[config.mk]
export PLATFORM = sky130hd
export DESIGN_NAME = spi_master
export DESIGN_NICKNAME = d
export VERILOG_FILES = /design/src/rtl/spi_pkg.sv /design/src/rtl/spi_clkdiv.sv /design/src/rtl/spi_master.sv
export SDC_FILE = /design/constraint.sdc
export NUM_CORES = 1
export LEC_CHECK = 0
export ABC_CLOCK_PERIOD_IN_PS = 2050
export CORE_MARGIN = 5
export CORE_UTILIZATION = 40
export DETAILED_ROUTE_END_ITERATION = 8
export SYNTH_ARGS = -nofsm -noshare
export SYNTH_HDL_FRONTEND = slang
export SYNTH_SLANG_ARGS = --single-unit
[constraint.sdc]
create_clock -name CLKCPU -period 2.05 [get_ports CLKCPU]
set_input_delay 0.205 -clock CLKCPU [delete_from_list [all_inputs] [get_ports CLKCPU]]
set_output_delay 0.205 -clock CLKCPU [all_outputs]
set_load 0.1 [all_outputs]
[src/rtl/spi_pkg.sv]
// Shared types and constants for the byte-wide SPI master.
// Register offsets, control bit positions and FSM states.
package spi_pkg;

  typedef enum logic [1:0] {
    IDLE,
    LOW,
    HIGH
  } spi_state_e;

  localparam logic RS_CTRL = 1'b0;
  localparam logic RS_DATA = 1'b1;

  localparam int CTRL_CS0  = 0;
  localparam int CTRL_CS1  = 1;
  localparam int CTRL_WCS  = 2;
  localparam int CTRL_FAST = 3;

  localparam logic [7:0] IDLE_BYTE = 8'hFF;

endpackage

[src/rtl/spi_clkdiv.sv]
// Loadable down-counter for the SPI half-period.
// expire is high while the count sits at zero.
module spi_clkdiv #(
  parameter int W = 6
) (
  input  logic         clk,
  input  logic         rst_n,
  input  logic         load,
  input  logic [W-1:0] load_val,
  output logic         expire
);

  logic [W-1:0] cnt;

  always_ff @(posedge clk or negedge rst_n) begin
    if (!rst_n) begin
      cnt <= '0;
    end else if (load) begin
      cnt <= load_val;
    end else if (cnt != '0) begin
      cnt <= cnt - W'(1);
    end
  end

  assign expire = (cnt == '0);

endmodule

[src/rtl/spi_master.sv]
// Mode-0 MSB-first byte SPI master behind the CPU register window.
// SEL_n is synchronised; each falling edge yields one register access.
module spi_master
  import spi_pkg::*;
#(
  parameter int SLOW_DIV = 64,
  parameter int FAST_DIV = 2
) (
  input  logic       CLKCPU,
  input  logic       RESET,
  input  logic       SEL_n,
  input  logic       RS,
  input  logic       RW,
  input  logic [7:0] DI,
  output logic [7:0] DO,
  output logic       BUSY,
  output logic       SPI_CLK,
  output logic       SPI_MOSI,
  input  logic       SPI_MISO,
  output logic [1:0] SPI_CS,
  output logic       SPI_WCS
);

  localparam int W = $clog2(SLOW_DIV);
  localparam logic [W-1:0] SLOW_LD = W'(SLOW_DIV - 1);
  localparam logic [W-1:0] FAST_LD = W'(FAST_DIV - 1);

  logic       sel_s1, sel_s2, sel_s3;
  logic       access, start, ctrl_wr;
  logic [7:0] tx_byte;
  logic [3:0] ctrl_q;
  logic [7:0] do_q;

  spi_state_e state_q, state_d;
  logic       sclk_q, sclk_d;
  logic       mosi_q, mosi_d;
  logic       miso_q, miso_d;
  logic [7:0] shift_q, shift_d;
  logic [2:0] bit_q, bit_d;
  logic [7:0] rx_q, rx_d;
  logic       fast_q, fast_d;
  logic       load, expire;
  logic [W-1:0] load_val;

  assign access  = sel_s3 & ~sel_s2;
  assign start   = access && (RS == RS_DATA) && (state_q == IDLE);
  assign ctrl_wr = access && (RS == RS_CTRL) && !RW;
  assign tx_byte = RW ? IDLE_BYTE : DI;

  always_ff @(posedge CLKCPU or negedge RESET) begin
    if (!RESET) begin
      sel_s1 <= 1'b1;
      sel_s2 <= 1'b1;
      sel_s3 <= 1'b1;
      ctrl_q <= '0;
      do_q   <= IDLE_BYTE;
    end else begin
      sel_s1 <= SEL_n;
      sel_s2 <= sel_s1;
      sel_s3 <= sel_s2;
      if (ctrl_wr) ctrl_q <= DI[3:0];
      do_q <= (RS == RS_DATA) ? rx_q :
        {BUSY, 3'b000, ctrl_q[CTRL_FAST], ctrl_q[CTRL_WCS],
         ctrl_q[CTRL_CS1], ctrl_q[CTRL_CS0]};
    end
  end

  always_ff @(posedge CLKCPU or negedge RESET) begin
    if (!RESET) begin
      state_q <= IDLE;
      sclk_q  <= 1'b0;
      mosi_q  <= 1'b1;
      miso_q  <= 1'b0;
      shift_q <= '0;
      bit_q   <= '0;
      rx_q    <= IDLE_BYTE;
      fast_q  <= 1'b0;
    end else begin
      state_q <= state_d;
      sclk_q  <= sclk_d;
      mosi_q  <= mosi_d;
      miso_q  <= miso_d;
      shift_q <= shift_d;
      bit_q   <= bit_d;
      rx_q    <= rx_d;
      fast_q  <= fast_d;
    end
  end

  always_comb begin
    state_d = state_q;
    sclk_d  = sclk_q;
    mosi_d  = mosi_q;
    miso_d  = miso_q;
    shift_d = shift_q;
    bit_d   = bit_q;
    rx_d    = rx_q;
    fast_d  = fast_q;
    load    = 1'b0;
    unique case (state_q)
      IDLE: begin
        if (start) begin
          state_d = LOW;
          shift_d = tx_byte;
          mosi_d  = tx_byte[7];
          bit_d   = 3'd7;
          fast_d  = ctrl_q[CTRL_FAST];
          load    = 1'b1;
        end
      end
      LOW: begin
        if (expire) begin
          state_d = HIGH;
          sclk_d  = 1'b1;
          miso_d  = SPI_MISO;
          load    = 1'b1;
        end
      end
      HIGH: begin
        if (expire) begin
          sclk_d = 1'b0;
          load   = 1'b1;
          if (bit_q != 3'd0) begin
            state_d = LOW;
            shift_d = {shift_q[6:0], miso_q};
            mosi_d  = shift_q[6];
            bit_d   = bit_q - 3'd1;
          end else begin
            state_d = IDLE;
            rx_d    = {shift_q[6:0], miso_q};
            mosi_d  = 1'b1;
          end
        end
      end
      default: state_d = IDLE;
    endcase
  end

  // Half-period follows the mode captured at start, not the live bit.
  assign load_val = fast_d ? FAST_LD : SLOW_LD;

  spi_clkdiv #(.W(W)) u_div (
    .clk      (CLKCPU),
    .rst_n    (RESET),
    .load     (load),
    .load_val (load_val),
    .expire   (expire)
  );

  assign BUSY     = (state_q != IDLE);
  assign SPI_CLK  = sclk_q;
  assign SPI_MOSI = mosi_q;
  assign SPI_CS   = ~ctrl_q[CTRL_CS1:CTRL_CS0];
  assign SPI_WCS  = ~ctrl_q[CTRL_WCS];
  assign DO       = do_q;

endmodule

=== Word-level counts from Yosys, hierarchy flattened ===
Index checks and enable logic that the tools add are counted.

* Flip-flop bits (word level): 45
* Latch bits: 0
* Memory bits (writable): 0
* Memory bits (read-only): 0
* Input bits: 14
* Output and inout port bits: 14
* Logic and storage cells: 78
* Memories: 0

* Add/subtract/negate cells: 2
* Multipliers: 0
* Div/mod/pow operators: 0
* $lt $le $gt $ge: 0
* Equality and inequality tests: 6
* Shift operators: 0
* Muxes and demuxes: 30
* Bitwise operators: 6
* Reduce and logical (&&, ||, !) cells: 20

{| class="wikitable"
|+ Operator list
! kind !! number
|-
| 7-bit two-way mux || 3
|-
| 6-bit two-way mux || 3
|-
| 8-bit two-way mux || 2
|-
| 7-bit one-hot mux with 2 select lines || 1
|-
| 3-bit AND reduction || 4
|-
| 1-bit two-way mux || 10
|-
| 3-bit two-way mux || 3
|-
| 2-bit != test, second input constant || 4
|-
| 2-bit nonzero test || 4
|-
| 6-bit zero test || 1
|-
| 2-bit two-way mux || 3
|-
| 1-bit one-hot mux with 2 select lines || 3
|-
| 2-bit one-hot mux with 3 select lines || 1
|-
| 3-bit one-hot mux with 2 select lines || 1
|-
| 6-bit nonzero test || 1
|-
| 6-bit by 1-bit subtractor with 6-bit output, second input constant || 1
|-
| 1-bit logical AND || 4
|-
| 1-bit inverter || 4
|-
| 4-bit AND reduction || 1
|-
| 3-bit nonzero test || 1
|-
| 3-bit by 1-bit subtractor with 3-bit output, second input constant || 1
|-
| 2-bit by 1-bit equality test with 1-bit output, second input constant || 1
|-
| 2-bit equality test, second input constant || 1
|-
| 2-bit zero test || 1
|-
| 5 further kinds || 5
|}

=== Depth between registers and ports, before layout ===
Gate-level depths: netlist of run 1.

* Depth in word-level cells: 8
* Gate-level depth with buffers: 8
* Gate-level depth less buffers: 6

=== Hierarchy ===
From an unflattened synthesis of run 1, not the netlist that was laid out.

* Cells, all modules: 198
* Area total of the unflattened synthesis: 2225.9 um2

{| class="wikitable"
|+ Modules (own cells, without submodules)
! module !! times used !! cells an instance !! area each (um2)
|-
| spi_master || 1 || 157 || 1846.8
|-
| spi_clkdiv || 1 || 41 || 379.1
|}

=== Worst setup path before layout of run 1 ===
No wires, ideal clock.

* Path kind: flip-flop to flip-flop
* Start point: register state_q[0]
* End point: register state_q[0]
* Arrival time: 1683 ps
* Required time: 1922 ps
* Path slack: 239 ps
* Cell stages (with the launch flop): 7
* Buffers on the path: 0
* Cells stage by stage: dfrtp_1 > inv_1 > ha_1 > inv_1 > o21ai_0 > nand2b_1 > mux2i_1

* Word-level cells in the longest chain between the ends: 4
* Elaborated cells on any way between the ends: 9

{| class="wikitable"
|+ Ends and longest elaborated chain
! what !! line !! source
|-
| start: declaration || spi_master.sv:34 || <nowiki>spi_state_e state_q, state_d;</nowiki>
|-
| start signal: assignment || spi_master.sv:79 || <nowiki>state_q <= state_d;</nowiki>
|-
| 2-bit zero test || spi_master.sv:46, spi_master.sv:100 ||
|-
| 1-bit logical AND || spi_master.sv:46 || <nowiki>assign start = access && (RS == RS_DATA) && (state_q == IDLE);</nowiki>
|-
| 2-bit != test (no line) || -- ||
|-
| 3-bit AND reduction (no line) || -- ||
|}

Parallel ways exist; a longest one is shown, timed or not.
A chain may end at the register's enable or synchronous reset.

=== Final worst setup path of run 1 ===
* Start point: register u_div.cnt[0]
* End point: register rx_q[3]

* Word-level cells in the longest chain between the ends: 2

{| class="wikitable"
|+ Ends and longest elaborated chain
! what !! line !! source
|-
| start: declaration || spi_clkdiv.sv:13 || <nowiki>logic [W-1:0] cnt;</nowiki>
|-
| start signal: assignment || spi_clkdiv.sv:19 || <nowiki>cnt <= load_val;</nowiki>
|-
| start signal: assignment || spi_clkdiv.sv:21 || <nowiki>cnt <= cnt - W'(1);</nowiki>
|-
| 6-bit zero test || spi_clkdiv.sv:25 || <nowiki>assign expire = (cnt == '0);</nowiki>
|-
| 3-bit AND reduction (no line) || -- ||
|-
| end signal: assignment || spi_master.sv:85 || <nowiki>rx_q <= rx_d;</nowiki>
|-
| end: declaration || spi_master.sv:40 || <nowiki>logic [7:0] rx_q, rx_d;</nowiki>
|}

Every way passes these cells.

==> flow_summary.html, run 1 <==
<table>
<tr><th>Metric</th><th>Value</th></tr>
<tr><th colspan="2">Clock tree</th></tr>
<tr><td>Clock Latency Late Sink</td><td>0.30 ns</td></tr>
<tr><td>Sinks on Clock Net</td><td>45</td></tr>
<tr><td>TritonCTS clock tree</td><td>built</td></tr>
<tr><td>TritonCTS buffer count</td><td>5</td></tr>
<tr><td>Buffer cell driving the clock tree root</td><td>sky130_fd_sc_hd__clkbuf_8</td></tr>
<tr><td>Register clock-pin slew on the reported worst setup and hold paths</td><td>around 0.08 ns</td></tr>
<tr><td>Maximum number of buffers from clock root to sink</td><td>2</td></tr>
<tr><td>H-tree lvl count</td><td>2</td></tr>
<tr><th colspan="2">Synthesis</th></tr>
<tr><td>Post-synthesis cell type with the largest combined area</td><td>sky130_fd_sc_hd__dfrtp_1</td></tr>
<tr><td>Dominant combinational cell family by area after synthesis</td><td>simple AND/OR/NAND/NOR gates</td></tr>
<tr><td>Netlist area before placement</td><td>approximately 2100 um^2</td></tr>
<tr><td>Fraction of synthesis flops using an asynchronous set or reset pin</td><td>between 90% and 100%</td></tr>
<tr><td>Post-synthesis mux area share</td><td>7.357%</td></tr>
<tr><td>Warnings from Yosys</td><td>0</td></tr>
<tr><td>Cells after Synth</td><td>176</td></tr>
<tr><td>Syn Nets</td><td>around 200</td></tr>
<tr><td>Top post-synthesis cells by area</td><td>sky130_fd_sc_hd__dfrtp_1 29%, sky130_fd_sc_hd__dfstp_2 25%, sky130_fd_sc_hd__mux2_2 6.9%</td></tr>
<tr><td>Sequential cell area fraction in the yosys report</td><td>54.15%</td></tr>
<tr><td>Post-synthesis xor/xnor area fraction</td><td>under 10%</td></tr>
<tr><td>Area share of the largest cell type after synthesis</td><td>roughly 29%</td></tr>
<tr><td>Ranking of synthesized cells by instance count</td><td>25 x sky130_fd_sc_hd__dfrtp_1, 20 x sky130_fd_sc_hd__dfstp_2, 14 x sky130_fd_sc_hd__o21ai_0, 13 x sky130_fd_sc_hd__mux2_2, 12 x sky130_fd_sc_hd__nand2b_1</td></tr>
<tr><td>Main flop type after synthesis</td><td>sky130_fd_sc_hd__dfrtp_1</td></tr>
<tr><td>Simple logic cell fraction of the synthesized area</td><td>between 10% and 20%</td></tr>
<tr><td>Seq cells post-synth</td><td>45</td></tr>
<tr><td>Compound-Gate Fraction of Synth Area</td><td>around 13%</td></tr>
<tr><td>Most frequently used cell type in the post-synthesis netlist</td><td>sky130_fd_sc_hd__dfrtp_1</td></tr>
<tr><td>Number of distinct library cells after synthesis</td><td>45</td></tr>
<tr><td>Post-synthesis adder-cell area fraction</td><td>between 4 and 5%</td></tr>
<tr><td>Post-Syn Area per Cell</td><td>about 12 um^2</td></tr>
<tr><td>EDFF count, synth</td><td>0</td></tr>
<tr><th colspan="2">Status</th></tr>
<tr><td>Status</td><td>complete, no violations</td></tr>
<tr><th colspan="2">Global routing</th></tr>
<tr><td>Via count of the first global-routing pass</td><td>around 1600</td></tr>
<tr><td>Overall track demand over capacity in global routing</td><td>between 10% and 20%</td></tr>
<tr><td>First-pass GRT wire length</td><td>7514 um</td></tr>
<tr><td>Largest net degree at the start of global routing</td><td>24</td></tr>
<tr><td>Number of antenna violations at the first check in global routing</td><td>0</td></tr>
<tr><td>GRT overflow</td><td>0</td></tr>
<tr><th colspan="2">STA</th></tr>
<tr><td>Setup TNS after final layout</td><td>0 ns</td></tr>
<tr><td>Final Setup Violations</td><td>0</td></tr>
<tr><td>Post-route clock period utilization</td><td>a little over nine tenths</td></tr>
<tr><td>Number of endpoints with negative hold slack in the final report</td><td>0</td></tr>
<tr><td>Remaining max-slew budget at the tightest pin</td><td>around two thirds</td></tr>
<tr><td>Hold slack final</td><td>between 0.3 and 0.4 ns</td></tr>
<tr><td>Final clock skew</td><td>0.007112 ns</td></tr>
<tr><td>Crit path time final</td><td>~1.9 ns</td></tr>
<tr><td>Final-report max-slew violation count</td><td>0</td></tr>
<tr><td>Worst-margin pin slew</td><td>~0.53 ns</td></tr>
<tr><td>Worst Slack Setup Final</td><td>approximately 0.11 ns</td></tr>
<tr><td>Fmax</td><td>~0.52 GHz</td></tr>
<tr><th colspan="2">Floorplan</th></tr>
<tr><td>Placeable Area</td><td>between 5000 and 6000 um^2</td></tr>
<tr><td>Initial Util</td><td>41.36%</td></tr>
<tr><td>Row Count</td><td>26</td></tr>
<tr><td>Top-level port count</td><td>28</td></tr>
<tr><td>Chip Width</td><td>82.90 um</td></tr>
<tr><td>Area of the die</td><td>6872 um^2</td></tr>
<tr><td>Height of the chip</td><td>approximately 83 um</td></tr>
<tr><th colspan="2">Power</th></tr>
<tr><td>Sequential share of power</td><td>49.5%</td></tr>
<tr><td>Total chip power</td><td>between 1.5 and 2 mW</td></tr>
<tr><td>Switching pwr</td><td>around 0.54 mW</td></tr>
<tr><td>VDD IR max</td><td>0.4260 mV</td></tr>
<tr><td>Power per unit of standard cell area</td><td>slightly above 700 nW/um^2</td></tr>
<tr><td>Clock power frac</td><td>between 30% and 40%</td></tr>
<tr><td>Gate power share</td><td>16.0%</td></tr>
<tr><td>Leakage</td><td>between 1 and 1.5 nW</td></tr>
<tr><td>Internal power summed over all cells</td><td>approximately 1.4 mW</td></tr>
<tr><td>Net switching fraction of the power</td><td>roughly 28%</td></tr>
<tr><th colspan="2">Layout</th></tr>
<tr><td>Summed area of non-filler cells in the final layout</td><td>2648 um^2</td></tr>
<tr><td>Share of the core filled with cells</td><td>51.51%</td></tr>
<tr><td>Final-layout fill cell count</td><td>about 490</td></tr>
<tr><td>Proportion of layout cells with a drive suffix above 1</td><td>approximately 38%</td></tr>
<tr><td>Cell Count, Final, Fillers Out</td><td>between 200 and 300</td></tr>
<tr><td>Area grow syn2layout</td><td>24.54%</td></tr>
<tr><td>Antenna diode instance count</td><td>0</td></tr>
<tr><td>Number of nets in the layout</td><td>237</td></tr>
<tr><th colspan="2">Setup path</th></tr>
<tr><td>Worst Path Required</td><td>2.28 ns</td></tr>
<tr><td>CP startpoint</td><td>u_div.cnt[0]</td></tr>
<tr><td>Setup Crit Path Kind</td><td>flip-flop to flip-flop</td></tr>
<tr><td>Crit path DAT</td><td>2.17 ns</td></tr>
<tr><td>CP endpoint kind</td><td>flip-flop</td></tr>
<tr><td>Worst reg2reg startpoint</td><td>u_div.cnt[0]</td></tr>
<tr><td>End of the worst register-to-register path</td><td>rx_q[3]</td></tr>
<tr><td>Critical path peak fanout</td><td>8</td></tr>
<tr><td>Worst setup path endpoint</td><td>rx_q[3]</td></tr>
<tr><td>Critical path launch point type</td><td>flip-flop</td></tr>
<tr><td>Register-to-register setup slack</td><td>0.11 ns</td></tr>
<tr><td>Depth of the worst register-to-register path</td><td>6</td></tr>
<tr><th colspan="2">Placement</th></tr>
<tr><td>Minimum setup slack after placement</td><td>just over 0.06 ns</td></tr>
<tr><td>Number of port buffers</td><td>27</td></tr>
<tr><td>Total placed instance area</td><td>roughly 2500 um^2</td></tr>
<tr><td>RD Place Congestion</td><td>between 0.8 and 0.9</td></tr>
<tr><td>Number of cells in the design after placement</td><td>roughly 280</td></tr>
<tr><td>Post-detailed-placement half-perimeter wirelength</td><td>around 3300 um</td></tr>
<tr><th colspan="2">Routing</th></tr>
<tr><td>Overall via count from detail_route</td><td>~1400</td></tr>
<tr><td>Average vias per placed instance</td><td>~5</td></tr>
<tr><td>Wirelength, routed</td><td>between 4000 and 5000 um</td></tr>
<tr><td>Final ANT Viol Nets</td><td>0</td></tr>
<tr><td>Post-detailed-route wirelength per cell</td><td>15.45 um</td></tr>
<tr><td>Pre-antenna DRT Iters</td><td>4</td></tr>
<tr><td>Post-route DRC</td><td>0</td></tr>
<tr><td>Count of routing violations after the opening detailed-route iteration</td><td>slightly below 70</td></tr>
<tr><th colspan="2">Worst hold path</th></tr>
<tr><td>Class of the tightest hold or removal check</td><td>input port to flip-flop</td></tr>
<tr><th colspan="2">Flow run</th></tr>
<tr><td>Number of maximum-capacitance constraint violations</td><td>0</td></tr>
</table>
-- power groups by stage --
stage	Clock [mW]	Sequential [mW]	Combinational, mW
after global routing	0.724	0.948	0.320
after global placement	0	0.959	0.307
after CTS	0.678	0.945	0.310
after detailed placement	0	0.961	0.309
final	0.658	0.945	0.306
after floorplan	0	1.04	0.123
-- routing by layer --
metal / track usage (%) / vias up / part of all wire, %
met5: 0 / - / 0
met1: 17.27 / 681 / 49
met3: 4.356 / 4 / 4.0
met4: 3.566 / 0 / 1.2
met2: 21.79 / 25 / 46
li1: - / 698 / -
-- cells by family (layout without fill, tap and decap cells) --
logic type,Yosys count,count (layout)
compound gates,38,38
buf+inv,15,55
fa+ha+maj,8,8
xor+xnor,5,5
flops,45,45
simple gates,51,51
mux,14,14
-- critical path, cell delays in order (launching register included) --
cell and delay, ns:
sky130_fd_sc_hd__dfrtp_1 0.38, sky130_fd_sc_hd__inv_1 0.12, sky130_fd_sc_hd__ha_1 0.19, sky130_fd_sc_hd__or4b_4 0.52
sky130_fd_sc_hd__nor2_8 0.19, sky130_fd_sc_hd__nand3_4 0.16, sky130_fd_sc_hd__mux2_2 0.32
-- flip-flops by register name, indices dropped and copies added, names as in the netlist --
signal and count:
DO 8, rx_q 8, shift_q 7, u_div.cnt 6, ctrl_q 4, bit_q 3
state_q 2, SPI_CLK 1, SPI_MOSI 1, fast_q 1, miso_q 1, sel_s1 1
sel_s2 1, sel_s3 1
-- final cells by class --
class                   instances  area (um^2)  share of cell area [%]
inverters                      11        41.29                   1.560
clock inverters                 2        38.79                   1.465
multi-input cells             116        930.9                   35.16
well taps                      70        87.58                   3.308
clock buffers                   6        72.57                   2.741
repair buffers                 36        325.3                   12.29
flip-flops and latches         45         1151                   43.48
-- cell usage in the layout, fill, tap and decap left out, types with 2 or more instances in the layout --
cell / n
sky130_fd_sc_hd__clkdlybuf4s50_1: 12
sky130_fd_sc_hd__dfstp_2: 20
sky130_fd_sc_hd__nand2b_1: 12
sky130_fd_sc_hd__nand2_1: 10
sky130_fd_sc_hd__clkbuf_8: 5
sky130_fd_sc_hd__mux2_2: 13
sky130_fd_sc_hd__and2_1: 4
sky130_fd_sc_hd__buf_12: 2
sky130_fd_sc_hd__xnor2_1: 4
sky130_fd_sc_hd__a21oi_1: 6
sky130_fd_sc_hd__buf_4: 20
sky130_fd_sc_hd__o21ai_0: 12
sky130_fd_sc_hd__inv_1: 11
sky130_fd_sc_hd__dfrtp_1: 25
sky130_fd_sc_hd__o221a_2: 7
sky130_fd_sc_hd__nor3_1: 3
sky130_fd_sc_hd__o21ai_1: 2
sky130_fd_sc_hd__ha_1: 7
sky130_fd_sc_hd__nor2_1: 5
-- timing repair --
item,4_1_cts,5_1_grt
hold endpoints to repair,13,0
hold buffers,1,0
resized for setup,0,6
endpoints found under the setup margin,0,12
setup buffers,0,0
-- how the worst min path moves through the flow --
| stage | start | end | cells after the start |
|---|---|---|---|
| 2_1_floorplan | RESET | SPI_CLK | 0 |
| 3_3_place_gp | RESET | shift_q[1] | 1 |
| 3_5_place_dp | RESET | ctrl_q[1] | 1 |
| 4_1_cts | SEL_n | sel_s1 | 1 |
| 5_1_grt | SEL_n | sel_s1 | 1 |
| 6_report | SEL_n | sel_s1 | 1 |
No activity file was read; power rests on OpenSTA's default activity.
==> inputs of run 2 (changes only) <==
--- a/config.mk
+++ b/config.mk
@@ -6,7 +6,6 @@
 export NUM_CORES = 1
 export LEC_CHECK = 0
 export ABC_CLOCK_PERIOD_IN_PS = 2050
-export CORE_MARGIN = 5
 export CORE_UTILIZATION = 40
 export DETAILED_ROUTE_END_ITERATION = 8
 export SYNTH_ARGS = -nofsm -noshare
==> run 2 against run 1 <==
  * First-iteration DRC count is 16% higher
  * Sequential power hardly changed
  * Utilization is 0.31 points lower
  * Die area is 18% lower
  * Count of clock-buffer cells in the layout is 1 higher
  * Clock power is 12% lower
  * Register-to-register slack worse by 0.02 ns
  * Final cell count stayed put
  * Non-clock buffer count stayed put
  * Combinational power is 1% lower
  * Clock skew is 0.0015 ns higher
  * Sequential cell count stayed put
  * Critical path type unchanged
==> flow_summary.html, run 2 (synthesis results as in run 1) <==
<table>
<tr><th>Metric</th><th>Value</th></tr>
<tr><th colspan="2">Status</th></tr>
<tr><td>Status</td><td>complete, no violations</td></tr>
<tr><th colspan="2">STA</th></tr>
<tr><td>Number of endpoints with negative hold slack in the final report</td><td>0</td></tr>
<tr><td>Worst Slack Setup Final</td><td>around 0.090 ns</td></tr>
<tr><td>Post-route clock period utilization</td><td>a little over nine tenths</td></tr>
<tr><td>Setup TNS after final layout</td><td>0 ns</td></tr>
<tr><td>Hold slack final</td><td>0.3004 ns</td></tr>
<tr><td>Final Setup Violations</td><td>0</td></tr>
<tr><td>Unrepaired setup endpoints after global routing</td><td>false</td></tr>
<tr><td>Worst-margin pin slew</td><td>approximately 0.54 ns</td></tr>
<tr><td>Final clock skew</td><td>0.008579 ns</td></tr>
<tr><td>Crit path time final</td><td>1.960 ns</td></tr>
<tr><td>Fmax</td><td>around 0.51 GHz</td></tr>
<tr><td>Final-report max-slew violation count</td><td>0</td></tr>
<tr><td>Remaining max-slew budget at the tightest pin</td><td>between 60% and 70%</td></tr>
<tr><th colspan="2">Layout</th></tr>
<tr><td>Antenna diode instance count</td><td>0</td></tr>
<tr><td>Cell Count, Final, Fillers Out</td><td>286</td></tr>
<tr><td>Highest-count cells in the layout ignoring fill and taps</td><td>25 x sky130_fd_sc_hd__dfrtp_1, 21 x sky130_fd_sc_hd__buf_4, 20 x sky130_fd_sc_hd__dfstp_2</td></tr>
<tr><td>Proportion of layout cells with a drive suffix above 1</td><td>between 30% and 40%</td></tr>
<tr><td>Number of nets in the layout</td><td>~240</td></tr>
<tr><td>Most frequent standard cell in the layout excluding fill and tap cells</td><td>sky130_fd_sc_hd__dfrtp_1</td></tr>
<tr><td>Area grow syn2layout</td><td>23.01%</td></tr>
<tr><th colspan="2">Setup path</th></tr>
<tr><td>Critical path launch point type</td><td>flip-flop</td></tr>
<tr><td>Top cell family by delay on the critical path</td><td>simple AND/OR/NAND/NOR gates</td></tr>
<tr><td>Worst Path Required</td><td>about 2.2 ns</td></tr>
<tr><td>Setup Crit Path Kind</td><td>flip-flop to flip-flop</td></tr>
<tr><td>Critical Path Slowest Stage Cell</td><td>sky130_fd_sc_hd__or3_1</td></tr>
<tr><td>Highest cell delay on the worst timing path</td><td>~0.48 ns</td></tr>
<tr><td>Register-to-register setup slack</td><td>roughly 0.09 ns</td></tr>
<tr><td>Cell breakdown of the critical path</td><td>inv_1 &gt; ha_1 &gt; buf_4 &gt; nand2b_1 &gt; or3_1 &gt; o221a_2</td></tr>
<tr><td>Number of buffers and inverters on the critical path</td><td>2</td></tr>
<tr><td>Critical path peak fanout</td><td>7</td></tr>
<tr><td>Worst reg2reg startpoint</td><td>state_q[0]</td></tr>
<tr><td>Depth of the worst register-to-register path</td><td>6</td></tr>
<tr><td>CP endpoint kind</td><td>flip-flop</td></tr>
<tr><td>Crit path DAT</td><td>approximately 2.1 ns</td></tr>
<tr><td>End of the worst register-to-register path</td><td>shift_q[6]</td></tr>
<tr><th colspan="2">Routing</th></tr>
<tr><td>Pre-antenna DRT Iters</td><td>4</td></tr>
<tr><td>Wirelength, routed</td><td>between 4000 and 5000 um</td></tr>
<tr><td>Final ANT Viol Nets</td><td>0</td></tr>
<tr><td>Post-route DRC</td><td>0</td></tr>
<tr><td>Average vias per placed instance</td><td>slightly above 5</td></tr>
<tr><td>Count of routing violations after the opening detailed-route iteration</td><td>80</td></tr>
<tr><td>Post-detailed-route wirelength per cell</td><td>~15 um</td></tr>
<tr><td>Overall via count from detail_route</td><td>around 1500</td></tr>
<tr><th colspan="2">Global routing</th></tr>
<tr><td>Overall track demand over capacity in global routing</td><td>between 10% and 20%</td></tr>
<tr><td>Via count of the first global-routing pass</td><td>~1500</td></tr>
<tr><td>GRT overflow</td><td>0</td></tr>
<tr><td>First-pass GRT wire length</td><td>7493 um</td></tr>
<tr><td>Number of antenna violations at the first check in global routing</td><td>0</td></tr>
<tr><td>Largest net degree at the start of global routing</td><td>between 40 and 50</td></tr>
<tr><th colspan="2">Floorplan</th></tr>
<tr><td>Top-level port count</td><td>28</td></tr>
<tr><td>Row Count</td><td>26</td></tr>
<tr><td>Area of the die</td><td>between 5000 and 6000 um^2</td></tr>
<tr><td>Placeable Area</td><td>5107 um^2</td></tr>
<tr><td>Height of the chip</td><td>roughly 75 um</td></tr>
<tr><td>Chip Width</td><td>around 75 um</td></tr>
<tr><td>Initial Util</td><td>between 40% and 50%</td></tr>
<tr><th colspan="2">Power</th></tr>
<tr><td>Total chip power</td><td>1.823 mW</td></tr>
<tr><td>Leakage</td><td>roughly 1.1 nW</td></tr>
<tr><td>Power per unit of standard cell area</td><td>697.2 nW/um^2</td></tr>
<tr><td>VDD IR max</td><td>0.4915 mV</td></tr>
<tr><th colspan="2">Clock tree</th></tr>
<tr><td>Maximum number of buffers from clock root to sink</td><td>2</td></tr>
<tr><td>Post-CTS repair timing setup buffer count</td><td>0</td></tr>
<tr><td>Register clock-pin slew on the reported worst setup and hold paths</td><td>roughly 0.09 ns</td></tr>
<tr><td>Sinks on Clock Net</td><td>between 40 and 50</td></tr>
<tr><td>TritonCTS buffer count</td><td>5</td></tr>
<tr><td>Buffer cell driving the clock tree root</td><td>sky130_fd_sc_hd__clkbuf_8</td></tr>
<tr><td>TritonCTS clock tree</td><td>built</td></tr>
<tr><td>Clock Latency Late Sink</td><td>0.30 ns</td></tr>
<tr><td>H-tree lvl count</td><td>2</td></tr>
<tr><th colspan="2">Worst hold path</th></tr>
<tr><td>Hold Crit Depth</td><td>1</td></tr>
<tr><td>Hold Startpoint</td><td>SEL_n</td></tr>
<tr><td>Class of the tightest hold or removal check</td><td>input port to flip-flop</td></tr>
<tr><td>Hold EP</td><td>sel_s1</td></tr>
<tr><th colspan="2">Placement</th></tr>
<tr><td>Number of cells in the design after placement</td><td>between 200 and 300</td></tr>
<tr><td>Minimum setup slack after placement</td><td>~0.039 ns</td></tr>
<tr><td>Post-detailed-placement half-perimeter wirelength</td><td>3209 um</td></tr>
<tr><td>Number of port buffers</td><td>27</td></tr>
<tr><td>RD Place Congestion</td><td>~0.80</td></tr>
<tr><th colspan="2">Flow run</th></tr>
<tr><td>Number of maximum-capacitance constraint violations</td><td>0</td></tr>
</table>
-- run 2: worst reg2reg max path: stages, from the launching register on --
cell and delay [ns]:
sky130_fd_sc_hd__dfrtp_1 0.38, sky130_fd_sc_hd__inv_1 0.09, sky130_fd_sc_hd__ha_1 0.23, sky130_fd_sc_hd__buf_4 0.16
sky130_fd_sc_hd__nand2b_1 0.20, sky130_fd_sc_hd__or3_1 0.48, sky130_fd_sc_hd__o221a_2 0.31
-- run 2: timing repair --
action | 4_1_cts | 5_1_grt
hold buffers | 1 | 0
resized for setup | 0 | 4
hold endpoints to repair | 14 | 0
setup endpoints to repair | 0 | 10
-- run 2: final cells by class --
type | instances | area (um^2)
well taps | 70 | 87.58
flip-flops and latches | 45 | 1151
inverters | 11 | 41.29
multi-input cells | 116 | 928.4
repair buffers | 36 | 312.8
clock inverters | 1 | 7.507
fillers | 486 | 2492
clock buffers | 7 | 86.33
-- run 2: power breakdown --
| group | switching [mW] | internal (mW) |
|---|---|---|
| Combinational | 0.232 | 0.0703 |
| Clock | 0.304 | 0.274 |
| Sequential | 0.0131 | 0.930 |
-- run 2: through the flow --
stage | util [%] | area, um^2
2_1_floorplan | - | 2126
3_3_place_gp | 48.92 | 2499
3_5_place_dp | 48.92 | 2499
4_1_cts | 50.96 | 2603
5_1_grt | 51.20 | 2615
6_report | 51.20 | 2615
-- run 2: how the worst max path moves through the flow --
stage,startpoint,end,slack (ns),depth (start not counted)
final,state_q[0],shift_q[6],0.09,6
after global routing,u_div.cnt[0],u_div.cnt[3],0.01,6
after CTS,state_q[0],shift_q[6],0.03,6
after detailed placement,state_q[0],shift_q[0],0.04,6
after global placement,RS,shift_q[5],0.08,5
after floorplan,state_q[0],state_q[0],0.24,6
-- run 2: routing by layer --
layer | vias up | track usage, % | part of all wire (%)
met4 | 0 | 7.547 | 1.6
met2 | 32 | 30.83 | 49
met1 | 735 | 23.26 | 46
li1 | 694 | - | -
met3 | 8 | 3.748 | 3.4
met5 | - | 0 | 0
==> RTL change 1, RTL diff (flow settings as in run 1) <==
Take the reset off `shift_q` and load it in a clocked block of its own.
--- a/src/rtl/spi_master.sv
+++ b/src/rtl/spi_master.sv
@@ -72,5 +72,4 @@
       mosi_q  <= 1'b1;
       miso_q  <= 1'b0;
-      shift_q <= '0;
       bit_q   <= '0;
       rx_q    <= IDLE_BYTE;
@@ -81,9 +80,12 @@
       mosi_q  <= mosi_d;
       miso_q  <= miso_d;
-      shift_q <= shift_d;
       bit_q   <= bit_d;
       rx_q    <= rx_d;
       fast_q  <= fast_d;
     end
+  end
+
+  always_ff @(posedge CLKCPU) begin
+    shift_q <= shift_d;
   end
 
Formal check against the unedited RTL: no difference found for any inputs over 10 cycles, from zero or initial values and one cycle with RESET low; that may be too few to reach the edited logic, so the function may still have changed.
==> RTL change 1 against run 1 <==
Worst hold slack worse by 300 ps; count of clock-buffer cells in the layout is 1 lower; synthesized area is 2.5% lower; via count is 1.3% higher; design area is 4.4% lower; sequential cell count stayed put; wire length is 4.3% lower; die area is 2.2% lower; worst setup slack better by 48 ps; clock skew hardly changed.
Power is not compared: it rests on default switching activity, and its combinational part moved more than twofold at a synthesized area within 25%.
==> RTL change 1: results (changes against run 1) <==
{| class="wikitable"
! Metric !! Value
|-
| Syn Nets || 207 (+4.5%)
|-
| Sequential area share after synthesis || 57.21% (+3.1 points)
|-
| Wire length of the first global-routing pass || 7.383 mm (-1.7%)
|-
| Actual slew at the worst max-slew pin || 844.8 ps (+315.1 ps)
|-
| Average wire length per cell after detail routing || 14.48 um (-6.2%)
|-
| Fin nets || 243 (+2.5%)
|-
| Detail-routed via count per cell || 4.887 (-0.73%)
|-
| Async set-or-reset flop fraction in the synthesized netlist || 84.44% (-16 points)
|-
| Most area-consuming cells after synthesis || sky130_fd_sc_hd__dfstp_2 25%, sky130_fd_sc_hd__dfrtp_1 22%, sky130_fd_sc_hd__edfxtp_1 10%, sky130_fd_sc_hd__mux2_2 7.6%, sky130_fd_sc_hd__ha_1 4.8%
|-
| Arithmetic-cell share of the synthesized area counting full adders, half adders and majority gates || 4.828% (+0.12 points)
|-
| Maximum number of pins on one net before global-route repair || 39 (+63%)
|-
| Fraction of synthesized area in multiplexers || 7.604% (+0.25 points)
|-
| Leading cell types by count after synthesis || 20 x sky130_fd_sc_hd__dfstp_2, 19 x sky130_fd_sc_hd__o21ai_0, 18 x sky130_fd_sc_hd__dfrtp_1
|-
| Placement-stage cell area || 2441 sq um (-2.8%)
|-
| Peak per-stage delay on the critical path || 460 ps (-60 ps)
|-
| Pre-CTS setup slack || 180.7 ps (+118.4 ps)
|-
| Count of flip-flops with a built-in enable after synthesis || 7 (+7)
|-
| Placed wire-length estimate || 3.082 mm (-7.7%)
|-
| Vias in the first global route || 1547 (-1.3%)
|-
| Hold crit path type || in2async
|-
| Critical path peak fanout || 4 (-4)
|-
| Critical path arrival || 2110 ps (-60 ps)
|-
| Proportion of layout cells with a drive suffix above 1 || 30.63% (-6.9 points)
|-
| Slowest stage cell, crit path || sky130_fd_sc_hd__o41a_1
|-
| Global placer's final weighted congestion || 0.8052 (-6.3%)
|-
| Run status || finished clean
|-
| Clk_skew || 7.052 ps (-0.06028 ps)
|-
| Compound-Gate Fraction of Synth Area || 10.02% (-3.5 points)
|}
## RTL change 1: metal layers
metal / vias to the layer above / track usage (%) / share of wire (%)
li1: 704 / - / -
met1: 686 / 18.03 / 46
met2: 29 / 24.31 / 47
met3: 8 / 4.496 / 4.6
met4: 0 / 5.316 / 2.1
met5: - / 0 / 0
## RTL change 1: stage by stage
stage	hold WS, ps	total power [mW]	instances
2_1_floorplan	-90.59	2.366	185
3_3_place_gp	334.4	2.733	284
3_5_place_dp	347.5	2.772	284
4_1_cts	19.34	3.335	292
5_1_grt	60.07	3.526	292
6_report	4.556	3.302	292
## RTL change 1: cell type report
class                   count  share of cell area, %
clock buffers               5                  2.720
clock inverters             3                 0.7913
inverters                  12                  1.780
multi-input cells         122                  32.39
flip-flops and latches     45                  46.88
well taps                  70                  3.462
repair buffers             35                  11.97
## RTL change 1: final timing paths
path	startpoint	slack [ps]	cells past startpoint	endpoint
min in group CLKCPU	SEL_n	300	1	sel_s1
setup / recovery	u_div.cnt[3]	160	4	bit_q[2]
hold / removal	RESET	5	1	ctrl_q[1]
hold reg to reg	sel_s1	360	0	sel_s2
setup reg to reg	u_div.cnt[3]	160	4	bit_q[2]
max in group asynchronous	RESET	1510	1	u_div.cnt[2]
## RTL change 1: where the power goes
group / switching (mW) / internal (mW) / leakage [nW]
Clock: 0.309 / 0.240 / 0.0422
Combinational: 0.936 / 0.506 / 0.526
Sequential: 0.144 / 1.17 / 0.477
## RTL change 1: kinds of logic after synthesis
logic type               Yosys count
multiplexers                      14
XOR/XNOR                           5
buffers and inverters             18
adder cells (fa/ha/maj)            8
AND/OR/NAND/NOR                   59
flip-flops                        45
AO/OA/AOI/OAI                     36
## RTL change 1: worst max-delay path: cells and delay by family, from the launching register on
family	cells	cell delay, ps
compound gates	2	560
flops	1	420
simple gates	2	830
==> RTL change 2, RTL diff (flow settings as in run 1) <==
Made on the original files. Change the package constant `CTRL_WCS` from 2 to 1.
--- a/src/rtl/spi_pkg.sv
+++ b/src/rtl/spi_pkg.sv
@@ -14,5 +14,5 @@
   localparam int CTRL_CS0  = 0;
   localparam int CTRL_CS1  = 1;
-  localparam int CTRL_WCS  = 2;
+  localparam int CTRL_WCS  = 1;
   localparam int CTRL_FAST = 3;
 
Behaviour: not the same (a bounded check fails within 4 cycles, from zero or initial values and one cycle with RESET low).
==> RTL change 2 against run 1 <==
Clock skew is 2.5 ps lower; synthesized cell count decreased by 1.1%; utilization decreased by 0.68 points; total power decreased by 8.6%; worst setup slack improved by 13 ps; wire length is 0.54% higher; count of clock-buffer cells in the layout stayed put; via count up 1.3%; sequential cell count down 1; synthesized area down 1.2%; design area decreased by 1.9%.
==> RTL change 2: results (changes against run 1) <==
{| class="wikitable"
! Metric !! Value
|-
| Run status || finished clean
|-
| Power density over the cells || 672.4 nW/um^2 (-6.7%)
|-
| Critical path arrival || 2090 ps (-80 ps)
|-
| Proportion of layout cells with a drive suffix above 1 || 38.97% (+1.5 points)
|-
| Compound-Gate Fraction of Synth Area || 12.92% (-0.55 points)
|-
| Fin nets || 234 (-1.3%)
|-
| Vias in the first global route || 1485 (-5.2%)
|-
| Fraction of power consumed by combinational cells || 17.1% (+1.1 points)
|-
| Relative slew slack || 63.98% (-0.70 points)
|-
| Detail-routed via count per cell || 5.042 (+2.4%)
|-
| Placed wire-length estimate || 3.298 mm (-1.3%)
|-
| Worst flop-to-flop path endpoint || u_div.cnt[5]
|-
| Clock Power Share || 30.2% (-4.3 points)
|-
| Routed metal-1 wirelength || 1.907 mm (-11%)
|-
| Met3 WL post-DR || 144 um (-18%)
|-
| Clk_skew || 4.589 ps (-2.523 ps)
|-
| Number of different library cells in the post-synthesis netlist || 46 (+2.2%)
|-
| Portion of the clock cycle consumed by the worst path in the final layout || 93.92% (-0.64 points)
|-
| Wire length of the first global-routing pass || 7.293 mm (-2.9%)
|-
| Net switching share of the total power || 30.37% (+2.1 points)
|-
| Final wirelength || 4.442 mm (+0.54%)
|-
| Overall fraction of global-route tracks in use || 14.30% (+0.85 points)
|-
| Most area-consuming cells after synthesis || sky130_fd_sc_hd__dfrtp_1 29%, sky130_fd_sc_hd__dfstp_2 25%, sky130_fd_sc_hd__mux2_2 7.0%, sky130_fd_sc_hd__ha_1 4.8%, sky130_fd_sc_hd__nand2b_1 3.9%
|-
| Metal2 WL || 2.326 mm (+14%)
|-
| Syn Nets || 196 (-1.0%)
|-
| Synthesized-area fraction occupied by xor and xnor cells || 2.085% (+0.025 points)
|-
| Leading cell types by count after synthesis || 24 x sky130_fd_sc_hd__dfrtp_1, 20 x sky130_fd_sc_hd__dfstp_2, 13 x sky130_fd_sc_hd__mux2_2, 13 x sky130_fd_sc_hd__nand2b_1
|}
[RTL change 2: changes by cell type in the layout (fill, tap and decap cells not counted)]
| cell | delta |
|---|---|
| sky130_fd_sc_hd__and2b_1 | -1 |
| sky130_fd_sc_hd__and2b_2 | +1 |
| sky130_fd_sc_hd__bufinv_16 | -1 |
| sky130_fd_sc_hd__clkinv_2 | +1 |
| sky130_fd_sc_hd__clkinv_4 | -1 |
| sky130_fd_sc_hd__clkinvlp_4 | +1 |
| sky130_fd_sc_hd__dfrtp_1 | -1 |
| sky130_fd_sc_hd__inv_1 | -1 |
| sky130_fd_sc_hd__nand2_1 | +1 |
| sky130_fd_sc_hd__nand2b_1 | +1 |
| sky130_fd_sc_hd__o21ai_0 | -1 |
| sky130_fd_sc_hd__o21ai_1 | -2 |
| sky130_fd_sc_hd__o32ai_1 | -1 |
| sky130_fd_sc_hd__o32ai_2 | +1 |
[RTL change 2: metal layers]
layer  global-route usage [%]  up-vias
met1                    16.66      712
met2                    25.16       21
met3                    3.905        8
met4                    4.817        0
li1                         -      686
met5                        0        -
[RTL change 2: per-stage QoR]
step           power (mW)  hold slack, ps  std cells  cell area, sq um  util (%)
2_1_floorplan       1.142          -90.59        174              2101         -
3_3_place_gp        1.233           208.2        274              2479     48.53
3_5_place_dp        1.236           218.0        274              2479     48.53
4_1_cts             1.771           304.1        283              2574     50.39
5_1_grt             1.821           302.3        283              2596     50.83
6_report            1.746           313.4        283              2596     50.83
[RTL change 2: area by class of cell]
cell class	instances	area, sq um
flip-flops and latches	44	1126
multi-input cells	115	934.6
clock inverters	2	12.51
inverters	10	37.54
fillers	470	2511
repair buffers	36	325.3
clock buffers	6	72.57
well taps	70	87.58
